--- src/rtl/int_ack_ctrl_pkg.sv ---
// Shared types and constants for the interrupt acknowledge controller.
package int_ack_ctrl_pkg;

    localparam int unsigned INT_DEPTH_W = 3;
    localparam int unsigned SYNC_STAGES = 2;
    localparam int unsigned ACK_CNT_W   = 4;

    typedef enum logic [2:0] {
        IDLE   = 3'd0,
        PEND   = 3'd1,
        TAKE   = 3'd2,
        ACK    = 3'd3,
        SETTLE = 3'd4
    } int_ack_state_t;

endpackage

--- src/rtl/int_ack_ctrl_if.sv ---
// Core/chain handshake bundle for int_ack_ctrl.
//   irq, int_en, boundary, take_ack, ret : toward the controller
//   take, ack (active low), iei_root, depth : from the controller
interface int_ack_ctrl_if;
    import int_ack_ctrl_pkg::*;

    logic                   irq;
    logic                   int_en;
    logic                   boundary;
    logic                   take_ack;
    logic                   ret;
    logic                   take;
    logic                   ack;
    logic                   iei_root;
    logic [INT_DEPTH_W-1:0] depth;

    modport slave (
        input  irq, int_en, boundary, take_ack, ret,
        output take, ack, iei_root, depth
    );

    modport master (
        output irq, int_en, boundary, take_ack, ret,
        input  take, ack, iei_root, depth
    );

endinterface

--- src/rtl/int_ack_ctrl_sync2.sv ---
// Generic two-flop synchronizer for asynchronous single-bit pins.
//   clk, rst : clock, asynchronous active-high reset (output resets to 0)
//   d        : asynchronous input
//   q        : synchronized output, SYNC_STAGES edges behind d
module sync2
    import int_ack_ctrl_pkg::*;
(
    input  logic clk,
    input  logic rst,
    input  logic d,
    output logic q
);

    logic [SYNC_STAGES-1:0] sync_q;
    logic [SYNC_STAGES-1:0] sync_d;

    always_comb begin
        sync_d = {sync_q[SYNC_STAGES-2:0], d};
    end

    always_ff @(posedge clk or posedge rst) begin
        if (rst) sync_q <= '0;
        else     sync_q <= sync_d;
    end

    assign q = sync_q[SYNC_STAGES-1];

endmodule

--- src/rtl/int_ack_ctrl.sv ---
// CPU-side root of the interrupt daisy chain: synchronizes irq, requests entry
// at an instruction boundary, strobes the active-low ack, and tracks in-service
// depth between entry and ret, masking the chain root when full.
//   clk, rst : clock, asynchronous active-high reset
//   bus      : int_ack_ctrl_if.slave (irq/int_en/boundary/take_ack/ret in;
//              take/ack/iei_root/depth out, all registered)
// Build option: define INT_ACK_CTRL_NEST_EN to allow nested entries up to
// NEST_DEPTH; otherwise depth is a single in-service flag.
module int_ack_ctrl
    import int_ack_ctrl_pkg::*;
#(
    parameter int unsigned ACK_CYCLES = 2,
    parameter int unsigned NEST_DEPTH = 3
) (
    input  logic           clk,
    input  logic           rst,
    int_ack_ctrl_if.slave  bus
);

`ifdef INT_ACK_CTRL_NEST_EN
    localparam bit NEST_ON = 1'b1;
`else
    localparam bit NEST_ON = 1'b0;
`endif

    localparam logic [INT_DEPTH_W-1:0] DEPTH_MAX =
        NEST_ON ? INT_DEPTH_W'(NEST_DEPTH) : INT_DEPTH_W'(1);
    localparam logic [ACK_CNT_W-1:0] ACK_LOAD = ACK_CNT_W'(ACK_CYCLES - 1);

    localparam logic [2:0] ST_IDLE   = 3'(IDLE);
    localparam logic [2:0] ST_PEND   = 3'(PEND);
    localparam logic [2:0] ST_TAKE   = 3'(TAKE);
    localparam logic [2:0] ST_ACK    = 3'(ACK);
    localparam logic [2:0] ST_SETTLE = 3'(SETTLE);

    logic                   irq_s;
    logic                   full;
    logic                   depth_inc;
    logic [2:0]             state_q,    state_d;
    logic [ACK_CNT_W-1:0]   cnt_q,      cnt_d;
    logic [INT_DEPTH_W-1:0] depth_q,    depth_d;
    logic                   take_q,     take_d;
    logic                   ack_q,      ack_d;
    logic                   iei_root_q, iei_root_d;

    sync2 u_irq_sync (
        .clk (clk),
        .rst (rst),
        .d   (bus.irq),
        .q   (irq_s)
    );

    assign full = (depth_q >= DEPTH_MAX);

    // Next state, shared ack/settle counter, depth and registered outputs.
    always_comb begin
        state_d   = state_q;
        cnt_d     = cnt_q;
        depth_inc = 1'b0;
        depth_d   = depth_q;

        case (state_q)
            ST_IDLE: begin
                if (irq_s && bus.int_en && !full) state_d = ST_PEND;
            end
            ST_PEND: begin
                if (!irq_s || !bus.int_en) state_d = ST_IDLE;
                else if (bus.boundary)     state_d = ST_TAKE;
            end
            ST_TAKE: begin
                if (bus.take_ack) begin
                    state_d = ST_ACK;
                    cnt_d   = ACK_LOAD;
                end
            end
            ST_ACK: begin
                if (cnt_q == '0) begin
                    state_d   = ST_SETTLE;
                    cnt_d     = ACK_CNT_W'(1);
                    depth_inc = 1'b1;
                end else begin
                    cnt_d = cnt_q - ACK_CNT_W'(1);
                end
            end
            ST_SETTLE: begin
                // Two cycles let the synchronizer flush the cleared request.
                if (cnt_q == '0) state_d = ST_IDLE;
                else             cnt_d   = cnt_q - ACK_CNT_W'(1);
            end
            default: state_d = ST_IDLE;
        endcase

        // Coincident entry and ret cancel out.
        if (depth_inc && !bus.ret) begin
            if (!full) depth_d = depth_q + INT_DEPTH_W'(1);
        end else if (bus.ret && !depth_inc) begin
            if (depth_q != '0) depth_d = depth_q - INT_DEPTH_W'(1);
        end

        take_d     = (state_d == ST_TAKE);
        ack_d      = (state_d != ST_ACK);
        iei_root_d = (depth_d < DEPTH_MAX);
    end

    always_ff @(posedge clk or posedge rst) begin
        if (rst) begin
            state_q    <= ST_IDLE;
            cnt_q      <= '0;
            depth_q    <= '0;
            take_q     <= 1'b0;
            ack_q      <= 1'b1;
            iei_root_q <= 1'b1;
        end else begin
            state_q    <= state_d;
            cnt_q      <= cnt_d;
            depth_q    <= depth_d;
            take_q     <= take_d;
            ack_q      <= ack_d;
            iei_root_q <= iei_root_d;
        end
    end

    assign bus.take     = take_q;
    assign bus.ack      = ack_q;
    assign bus.iei_root = iei_root_q;
    assign bus.depth    = depth_q;

endmodule
--- src/flat_wrapper.sv ---
// flat-port wrapper written by rule: the top's interface ports become plain ports
module int_ack_ctrl_flat import int_ack_ctrl_pkg::*;
#(
    parameter int unsigned ACK_CYCLES = 2,
    parameter int unsigned NEST_DEPTH = 3
)
  (clk, rst, bus_irq, bus_int_en, bus_boundary, bus_take_ack, bus_ret, bus_take, bus_ack, bus_iei_root, bus_depth);
  int_ack_ctrl_if bus_i ();
  input  logic clk;
  input  logic rst;
  input wire logic [$bits(bus_i.irq)-1:0] bus_irq;
  input wire logic [$bits(bus_i.int_en)-1:0] bus_int_en;
  input wire logic [$bits(bus_i.boundary)-1:0] bus_boundary;
  input wire logic [$bits(bus_i.take_ack)-1:0] bus_take_ack;
  input wire logic [$bits(bus_i.ret)-1:0] bus_ret;
  output wire logic [$bits(bus_i.take)-1:0] bus_take;
  output wire logic [$bits(bus_i.ack)-1:0] bus_ack;
  output wire logic [$bits(bus_i.iei_root)-1:0] bus_iei_root;
  output wire logic [$bits(bus_i.depth)-1:0] bus_depth;
  assign bus_i.irq = bus_irq;
  assign bus_i.int_en = bus_int_en;
  assign bus_i.boundary = bus_boundary;
  assign bus_i.take_ack = bus_take_ack;
  assign bus_i.ret = bus_ret;
  assign bus_take = bus_i.take;
  assign bus_ack = bus_i.ack;
  assign bus_iei_root = bus_i.iei_root;
  assign bus_depth = bus_i.depth;
  int_ack_ctrl #(.ACK_CYCLES(ACK_CYCLES), .NEST_DEPTH(NEST_DEPTH)) u_core (.clk(clk), .rst(rst), .bus(bus_i));
endmodule
--- config.mk ---
export PLATFORM = sky130hd
export DESIGN_NAME = int_ack_ctrl_flat
export DESIGN_NICKNAME = d
export VERILOG_FILES = /design/src/rtl/int_ack_ctrl_pkg.sv /design/src/rtl/int_ack_ctrl_if.sv /design/src/rtl/int_ack_ctrl_sync2.sv /design/src/rtl/int_ack_ctrl.sv /design/src/flat_wrapper.sv
export SDC_FILE = /design/constraint.sdc
export NUM_CORES = 1
export LEC_CHECK = 0
export CAP_MARGIN = 15
export CORE_MARGIN = 3
export CORE_UTILIZATION = 40
export DETAILED_ROUTE_END_ITERATION = 8
export SLEW_MARGIN = 0
export SYNTH_ARGS = -nofsm -noshare
export SYNTH_HDL_FRONTEND = slang
export SYNTH_SLANG_ARGS = --single-unit
--- constraint.sdc ---
create_clock -name clk -period 2 [get_ports clk]
set_input_delay 0.4 -clock clk [delete_from_list [all_inputs] [get_ports clk]]
set_output_delay 0.4 -clock clk [all_outputs]
set_load 0.01 [all_outputs]
==> key figures, run 1 <==
Outcome
  • Run status: finished, final reports clean

Power and ir drop
  • Logic gate share of total power: 0.535
  • Leakage power of the design: 0.4859 nW
  • Fraction of power consumed by the clock network: 0.122
  • IR drop worst, VDD: 695.6 uV
  • Overall power of the completed layout: 1.529 mW
  • Power density normalized to cell area: 1378 mW/mm^2
  • Total internal power: 917.2 uW
  • Switching power share of the total: 0.4002
  • Reg power frac: 0.344
  • Net switching component of the power: 611.9 uW

Synthesis
  • Async set-or-reset flop fraction in the synthesized netlist: 1.000
  • Synth Register Bits: 15
  • Synthesized area divided by synthesized cell count: 10.16 um^2
  • Number of different library cells in the post-synthesis netlist: 37
  • Number of instances in the synthesized netlist: 84
  • Synth Net Count: 97
  • Primary FF master, synth: sky130_fd_sc_hd__dfrtp_1
  • Sequential area share after synthesis: 0.4428
  • Number of enable-type register cells in the synthesized netlist: 0
  • Area of the mapped netlist: 853.3 um^2
  • Yosys warnings: 0

Clock network
  • Clk root buf: sky130_fd_sc_hd__clkbuf_4
  • TritonCTS clock tree: done
  • Clock Tree Buf Depth: 2
  • Number of sinks driven by the clock tree: 15
  • CTS clk-pin slew, worst paths: 0.10 ns
  • Latest clock arrival within the worst-skew pair: 0.30 ns
  • Clock H-tree levels: 1
  • Total CTS buffers: 3
  • Number of hold buffers added after cts: 0

Floorplanning
  • Core area: 0.001982 mm^2
  • Die outline width: 52.19 um
  • Die Span Y: 52.19 um
  • I/O pin count: 13
  • Overall die area: 0.002723 mm^2
  • Std-Cell Rows: 16
  • Starting Density: 0.4306

Global routing
  • Number of antenna violations at the first check in global routing: 0
  • Number of global-route vias before repair: 715
  • Global-route wire length before repair: 3.222 mm
  • Global route total overflow: 0
  • Total track usage: 0.1670
  • Maximum number of pins on one net before global-route repair: 16

STA
  • Worst relative slew slack: 0.6115
  • Finish-stage setup viols: 0
  • Sum of negative setup slack: 0 ns
  • Final Slew Violations: 0
  • Shortest clock period the worst path allows after layout: 1.954 ns
  • Maximum clock frequency: 511.7 MHz
  • Worst Skew: 0.009158 ns
  • Final Hold Violating Endpoints: 0
  • Unrepaired setup endpoints after global routing: no
  • Least-Margin Pin Slew: 0.5822 ns
  • Post-route clock period utilization: 0.9771

Final layout
  • Number of nets in the finished design: 120
  • Layout fillers: 181
  • Syn-to-layout area delta: 30.06%
  • Diodes inserted: 0
  • Area of the multi-input gates: 465.4 um^2
  • Fraction of final layout cells with drive strength greater than 1: 0.1887
  • Final Non-Filler Cells: 133
  • Area taken by flip-flops and latches: 377.9 um^2

Drt
  • Avg Vias per Cell: 5.474
  • Remaining antenna violation count: 0
  • Routed length per instance: 15.02 um
  • Drt first-iter violations: 18
  • DRC Markers: 0
  • Count of vias placed by the detailed router: 728
  • Iteration count of the initial detailed-routing pass: 4
  • Routed Wire Length: 1.997 mm

Hold path
  • Min-Delay Path Class: register to register
  • Hold_sp: u_core.u_irq_sync.sync_q[0]
  • Count of cells along the worst hold path: 0
  • Hold-critical path endpoint: u_core.u_irq_sync.sync_q[1]

Critical path
  • Endpoint of the lowest-slack register-to-register path: u_core.bus.iei_root
  • Depth of the most critical reg-to-reg path: 6
  • Setup CP Type: register to register
  • Critical Path AT: 2.20 ns
  • Crit Reg-Reg Startpoint: u_core.cnt_q[0]
  • Critical Path End Type: register
  • CP Max Fanout: 4
  • Sort of element at the start of the critical path: register
  • R2R setup slack: 0.05 ns
  • Data required time of the critical path: 2.24 ns

Run
  • Max_cap viols: 0

Placement
  • Port Buffers: 12
  • Instance count after placement with tap cells included: 128
  • Half-perimeter wire length after placement: 1.361 mm
  • Final weighted congestion in routability-driven placement: 0.7707
[flip-flops by register name (all words and copies together), names as in the netlist]
signal	count
u_core.cnt_q	4
u_core.bus.iei_root	1
u_core.bus.depth	3
u_core.bus.ack	1
u_core.state_q	3
u_core.bus.take	1
u_core.u_irq_sync.sync_q	2
[metal layers]
layer / GRT usage / share of wire / vias to the layer above
met5: 0 / 0 / -
met4: 0.08936 / 0.024 / 0
met3: 0.02849 / 0.052 / 7
met2: 0.2699 / 0.46 / 25
met1: 0.2111 / 0.47 / 342
li1: - / - / 354
[timing repair]
action	in CTS	in global routing
setup buffers	0	1
gates resized for setup	0	4
setup endpoints to repair	0	2
[layout by cell type (no fill, tap or decap), types with 2 or more instances in the layout]
cell type,n
sky130_fd_sc_hd__dfrtp_1,13
sky130_fd_sc_hd__clkdlybuf4s50_1,12
sky130_fd_sc_hd__buf_4,8
sky130_fd_sc_hd__nor2_1,5
sky130_fd_sc_hd__inv_1,5
sky130_fd_sc_hd__nand2_1,5
sky130_fd_sc_hd__o21ai_0,5
sky130_fd_sc_hd__ha_1,5
sky130_fd_sc_hd__nand2b_1,3
sky130_fd_sc_hd__nor3b_1,3
sky130_fd_sc_hd__nor3_1,3
sky130_fd_sc_hd__clkbuf_4,3
sky130_fd_sc_hd__a21o_1,2
sky130_fd_sc_hd__o211ai_1,2
sky130_fd_sc_hd__inv_2,2
sky130_fd_sc_hd__or4_1,2
sky130_fd_sc_hd__and3b_1,2
sky130_fd_sc_hd__dfstp_2,2
[power groups by stage]
stage / Combinational, mW / Clock [mW] / Sequential (mW)
after global routing: 0.901 / 0.201 / 0.542
after global placement: 0.759 / 0 / 0.519
final: 0.818 / 0.186 / 0.525
after CTS: 0.781 / 0.184 / 0.520
after floorplan: 0.469 / 0 / 0.531
after detailed placement: 0.773 / 0 / 0.524
[worst max-delay path by stage]
stage | startpoint | end
after floorplan | u_core.cnt_q[0] | u_core.bus.iei_root
after global placement | u_core.cnt_q[1] | u_core.bus.iei_root
after detailed placement | u_core.cnt_q[1] | u_core.bus.iei_root
after CTS | u_core.cnt_q[1] | u_core.bus.iei_root
after global routing | u_core.cnt_q[0] | u_core.bus.iei_root
final | u_core.cnt_q[0] | u_core.bus.iei_root
[cells in the mapped netlist (2+ instances only)]
cell type / n / area share
sky130_fd_sc_hd__a21o_1: 2 / 0.018
sky130_fd_sc_hd__a21oi_1: 2 / 0.012
sky130_fd_sc_hd__and3b_1: 2 / 0.021
sky130_fd_sc_hd__dfrtp_1: 13 / 0.38
sky130_fd_sc_hd__dfstp_2: 2 / 0.062
sky130_fd_sc_hd__ha_1: 6 / 0.088
sky130_fd_sc_hd__inv_1: 7 / 0.031
sky130_fd_sc_hd__nand2_1: 5 / 0.022
sky130_fd_sc_hd__nand2b_1: 3 / 0.022
sky130_fd_sc_hd__nor2_1: 5 / 0.022
sky130_fd_sc_hd__nor3_1: 3 / 0.018
sky130_fd_sc_hd__nor3b_1: 3 / 0.026
sky130_fd_sc_hd__o211ai_1: 2 / 0.018
sky130_fd_sc_hd__o21ai_0: 5 / 0.029
sky130_fd_sc_hd__or4_1: 2 / 0.018
[logic make-up after synthesis]
logic type	synth area share
compound gates	0.1906
fa+ha+maj	0.08797
buf+inv	0.04105
flops	0.4428
mux	0.01173
simple gates	0.2258
[final cells by class]
class | count | area share
multi-input cells | 60 | 0.4194
inverters | 7 | 0.02368
repair buffers | 20 | 0.1623
well taps | 27 | 0.03044
clock buffers | 4 | 0.02368
flip-flops and latches | 15 | 0.3405
[worst max-delay path, stage by stage, from the launching register on]
cell	delay, ns
sky130_fd_sc_hd__dfrtp_1	0.40
sky130_fd_sc_hd__inv_2	0.11
sky130_fd_sc_hd__ha_4	0.15
sky130_fd_sc_hd__or3b_4	0.38
sky130_fd_sc_hd__o221a_4	0.25
sky130_fd_sc_hd__or4_1	0.49
sky130_fd_sc_hd__a21oi_2	0.13
[per-stage QoR]
stage          instance area (um^2)  hold slack [ns]  setup slack, ns    util
6_report                       1110           0.3676          0.04581  0.5600
5_1_grt                        1110           0.3881         0.001026  0.5600
4_1_cts                        1090           0.3715          0.01101  0.5499
3_5_place_dp                   1064           0.3499          0.05325  0.5366
3_3_place_gp                   1064           0.3457           0.1112  0.5366
2_1_floorplan                 872.1           0.3000         0.008768       -
No activity file was read; power rests on OpenSTA's default activity.
==> inputs of run 2 (changes only) <==
- CTS_BUF_LIST: default -> sky130_fd_sc_hd__clkbuf_2 sky130_fd_sc_hd__clkbuf_4 sky130_fd_sc_hd__clkbuf_8
==> key figures, run 2 (synthesized netlist as in run 1, its figures left out) <==
Outcome
  • Run status: finished, final reports clean

Clock network
  • CTS clk-pin slew, worst paths: 0.10 ns (about the same)
  • TritonCTS clock tree: done
  • Number of sinks driven by the clock tree: 15 (unchanged)
  • Clock H-tree levels: 1 (unchanged)
  • Clk root buf: sky130_fd_sc_hd__clkbuf_4
  • Total CTS buffers: 3 (unchanged)
  • Clock Tree Buf Depth: 2 (unchanged)
  • Latest clock arrival within the worst-skew pair: 0.29 ns (about the same)
  • Number of hold buffers added after cts: 0 (unchanged)

Hold path
  • Count of cells along the worst hold path: 0 (unchanged)
  • Min-Delay Path Class: register to register

Critical path
  • Stages on the worst setup path: 6 (unchanged)
  • Depth of the most critical reg-to-reg path: 6 (unchanged)
  • Max stage delay cell, worst path: sky130_fd_sc_hd__or4_1
  • Critical Path AT: 2.19 ns (about the same)
  • CP Max Fanout: 4 (unchanged)
  • Critical Path End Type: register
  • Buffers plus inverters on the worst setup path: 1 (unchanged)
  • Top Family by Delay on Critical Path: simple AND/OR/NAND/NOR gates
  • List of cells traversed by the critical path: inv_2 -> ha_4 -> or3b_4 -> o221a_4 -> or4_1 -> a21oi_2
  • Biggest cell delay along the critical path: 0.49 ns (about the same)
  • Sort of element at the start of the critical path: register
  • Setup CP Type: register to register
  • Data required time of the critical path: 2.24 ns (about the same)

Final layout
  • Layout fillers: 182 (+0.55%)
  • Most frequent cells in the layout: 13 x sky130_fd_sc_hd__dfrtp_1, 12 x sky130_fd_sc_hd__clkdlybuf4s50_1, 8 x sky130_fd_sc_hd__buf_4
  • Fraction of final layout cells with drive strength greater than 1: 0.1981 (+0.009434)
  • Biggest register: u_core.cnt_q
  • Most common cell after layout, fill and taps aside: sky130_fd_sc_hd__dfrtp_1
  • Syn-to-layout area delta: 30.50%
  • Number of flip-flops under the largest register name: 4 (unchanged)
  • Number of nets in the finished design: 120 (unchanged)
  • Diodes inserted: 0 (unchanged)
  • Final core area utilization: 0.5619 (+0.001894)

Floorplanning
  • Core area: 0.001982 mm^2 (unchanged)
  • Overall die area: 0.002723 mm^2 (unchanged)
  • Die Span Y: 52.19 um (unchanged)
  • Die outline width: 52.19 um (unchanged)
  • I/O pin count: 13 (unchanged)
  • Std-Cell Rows: 16 (unchanged)
  • Starting Density: 0.4306 (unchanged)

Placement
  • Port Buffers: 12 (unchanged)
  • Final weighted congestion in routability-driven placement: 0.7707 (unchanged)
  • Half-perimeter wire length after placement: 1.361 mm (unchanged)

STA
  • Worst Skew: 0.008047 ns (-0.001111 ns)
  • Maximum clock frequency: 512.0 MHz (about the same)
  • Final Hold Violating Endpoints: 0 (unchanged)
  • Shortest clock period the worst path allows after layout: 1.953 ns (-0.0009104 ns)
  • Post-route clock period utilization: 0.9766 (about the same)
  • Sum of negative setup slack: 0 ns (unchanged)
  • Worst relative slew slack: 0.6055 (-0.005921)
  • Final Slew Violations: 0 (unchanged)
  • Finish-stage setup viols: 0 (unchanged)
  • Unrepaired setup endpoints after global routing: no
  • Least-Margin Pin Slew: 0.5910 ns (+0.008872 ns)
  • Hold slack final: 0.3665 ns (-0.001124 ns)

Power and ir drop
  • Overall power of the completed layout: 1.535 mW (+0.37%)
  • Power density normalized to cell area: 1378 mW/mm^2 (about the same)
  • IR drop worst, VDD: 693.6 uV (-0.30%)
  • Leakage power of the design: 0.4893 nW (+0.70%)

Drt
  • Avg Vias per Cell: 5.383 (-1.6%)
  • Count of vias placed by the detailed router: 716 (-1.6%)
  • Drt first-iter violations: 17 (-1)
  • Iteration count of the initial detailed-routing pass: 4 (unchanged)
  • Routed Wire Length: 1.973 mm (-1.2%)
  • Routed length per instance: 14.83 um (-1.2%)
  • Remaining antenna violation count: 0 (unchanged)
  • DRC Markers: 0 (unchanged)

Global routing
  • Number of antenna violations at the first check in global routing: 0 (unchanged)
  • Global-route wire length before repair: 3.222 mm (unchanged)
  • Maximum number of pins on one net before global-route repair: 16 (unchanged)
  • Total track usage: 0.1670 (unchanged)
  • Number of global-route vias before repair: 715 (unchanged)
  • Global route total overflow: 0 (unchanged)

Run
  • Max_cap viols: 0 (unchanged)
-- run 2: cell count changes in the layout (fill, tap and decap cells not counted) --
cell                       before  now
sky130_fd_sc_hd__clkbuf_1       1    0
sky130_fd_sc_hd__clkbuf_4       3    4
-- run 2: final timing paths --
kind                                        startpoint  slack, ns                           to
setup / recovery                       u_core.cnt_q[0]       0.05          u_core.bus.iei_root
hold / removal             u_core.u_irq_sync.sync_q[0]       0.37  u_core.u_irq_sync.sync_q[1]
setup reg to reg                       u_core.cnt_q[0]       0.05          u_core.bus.iei_root
hold reg to reg            u_core.u_irq_sync.sync_q[0]       0.37  u_core.u_irq_sync.sync_q[1]
max in group asynchronous                          rst       1.15              u_core.cnt_q[3]
min in group asynchronous                          rst       0.46  u_core.u_irq_sync.sync_q[0]
-- run 2: where the power goes --
| group | switching (mW) | internal [mW] | total [mW] |
|---|---|---|---|
| Sequential | 0.108 | 0.416 | 0.524 |
| Clock | 0.104 | 0.0913 | 0.195 |
| Combinational | 0.392 | 0.423 | 0.816 |
| Total | 0.604 | 0.930 | 1.53 |
-- run 2: per-stage QoR --
step | area (um^2) | cells | setup WS (ns)
final | 1114 | 133 | 0.04672
after global routing | 1114 | 133 | 0.0009204
after CTS | 1094 | 132 | 0.01117
after detailed placement | 1064 | 128 | 0.05325
after global placement | 1064 | 128 | 0.1112
after floorplan | 872.1 | 84 | 0.008768
-- run 2: repair_timing --
item | 4_1_cts | 5_1_grt
setup endpoints to repair | 0 | 2
resized for setup | 0 | 4
buffers inserted | 0 | 1
-- run 2: routing by layer --
metal  global-route usage  vias up  share of wire
met2               0.2699       22           0.46
met4              0.08936        0          0.021
met3              0.02849        5          0.043
li1                     -      354              -
met1               0.2111      335           0.47
met5                    0        -              0
-- run 2: area by class of cell --
class                           instances  area, um^2  area share
Clock buffer                            4       30.03     0.02697
Timing Repair Buffer                   20       180.2      0.1618
Inverter                                7       26.28     0.02360
Sequential cell                        15       377.9      0.3393
Tap cell                               27       33.78     0.03034
Multi-Input combinational cell         60       465.4      0.4180
==> inputs of run 3 (changes only) <==
- SKIP_LAST_GASP: default -> 1
==> results of run 3 <==
Final layout, timing and power as in run 2 (identical DEF).
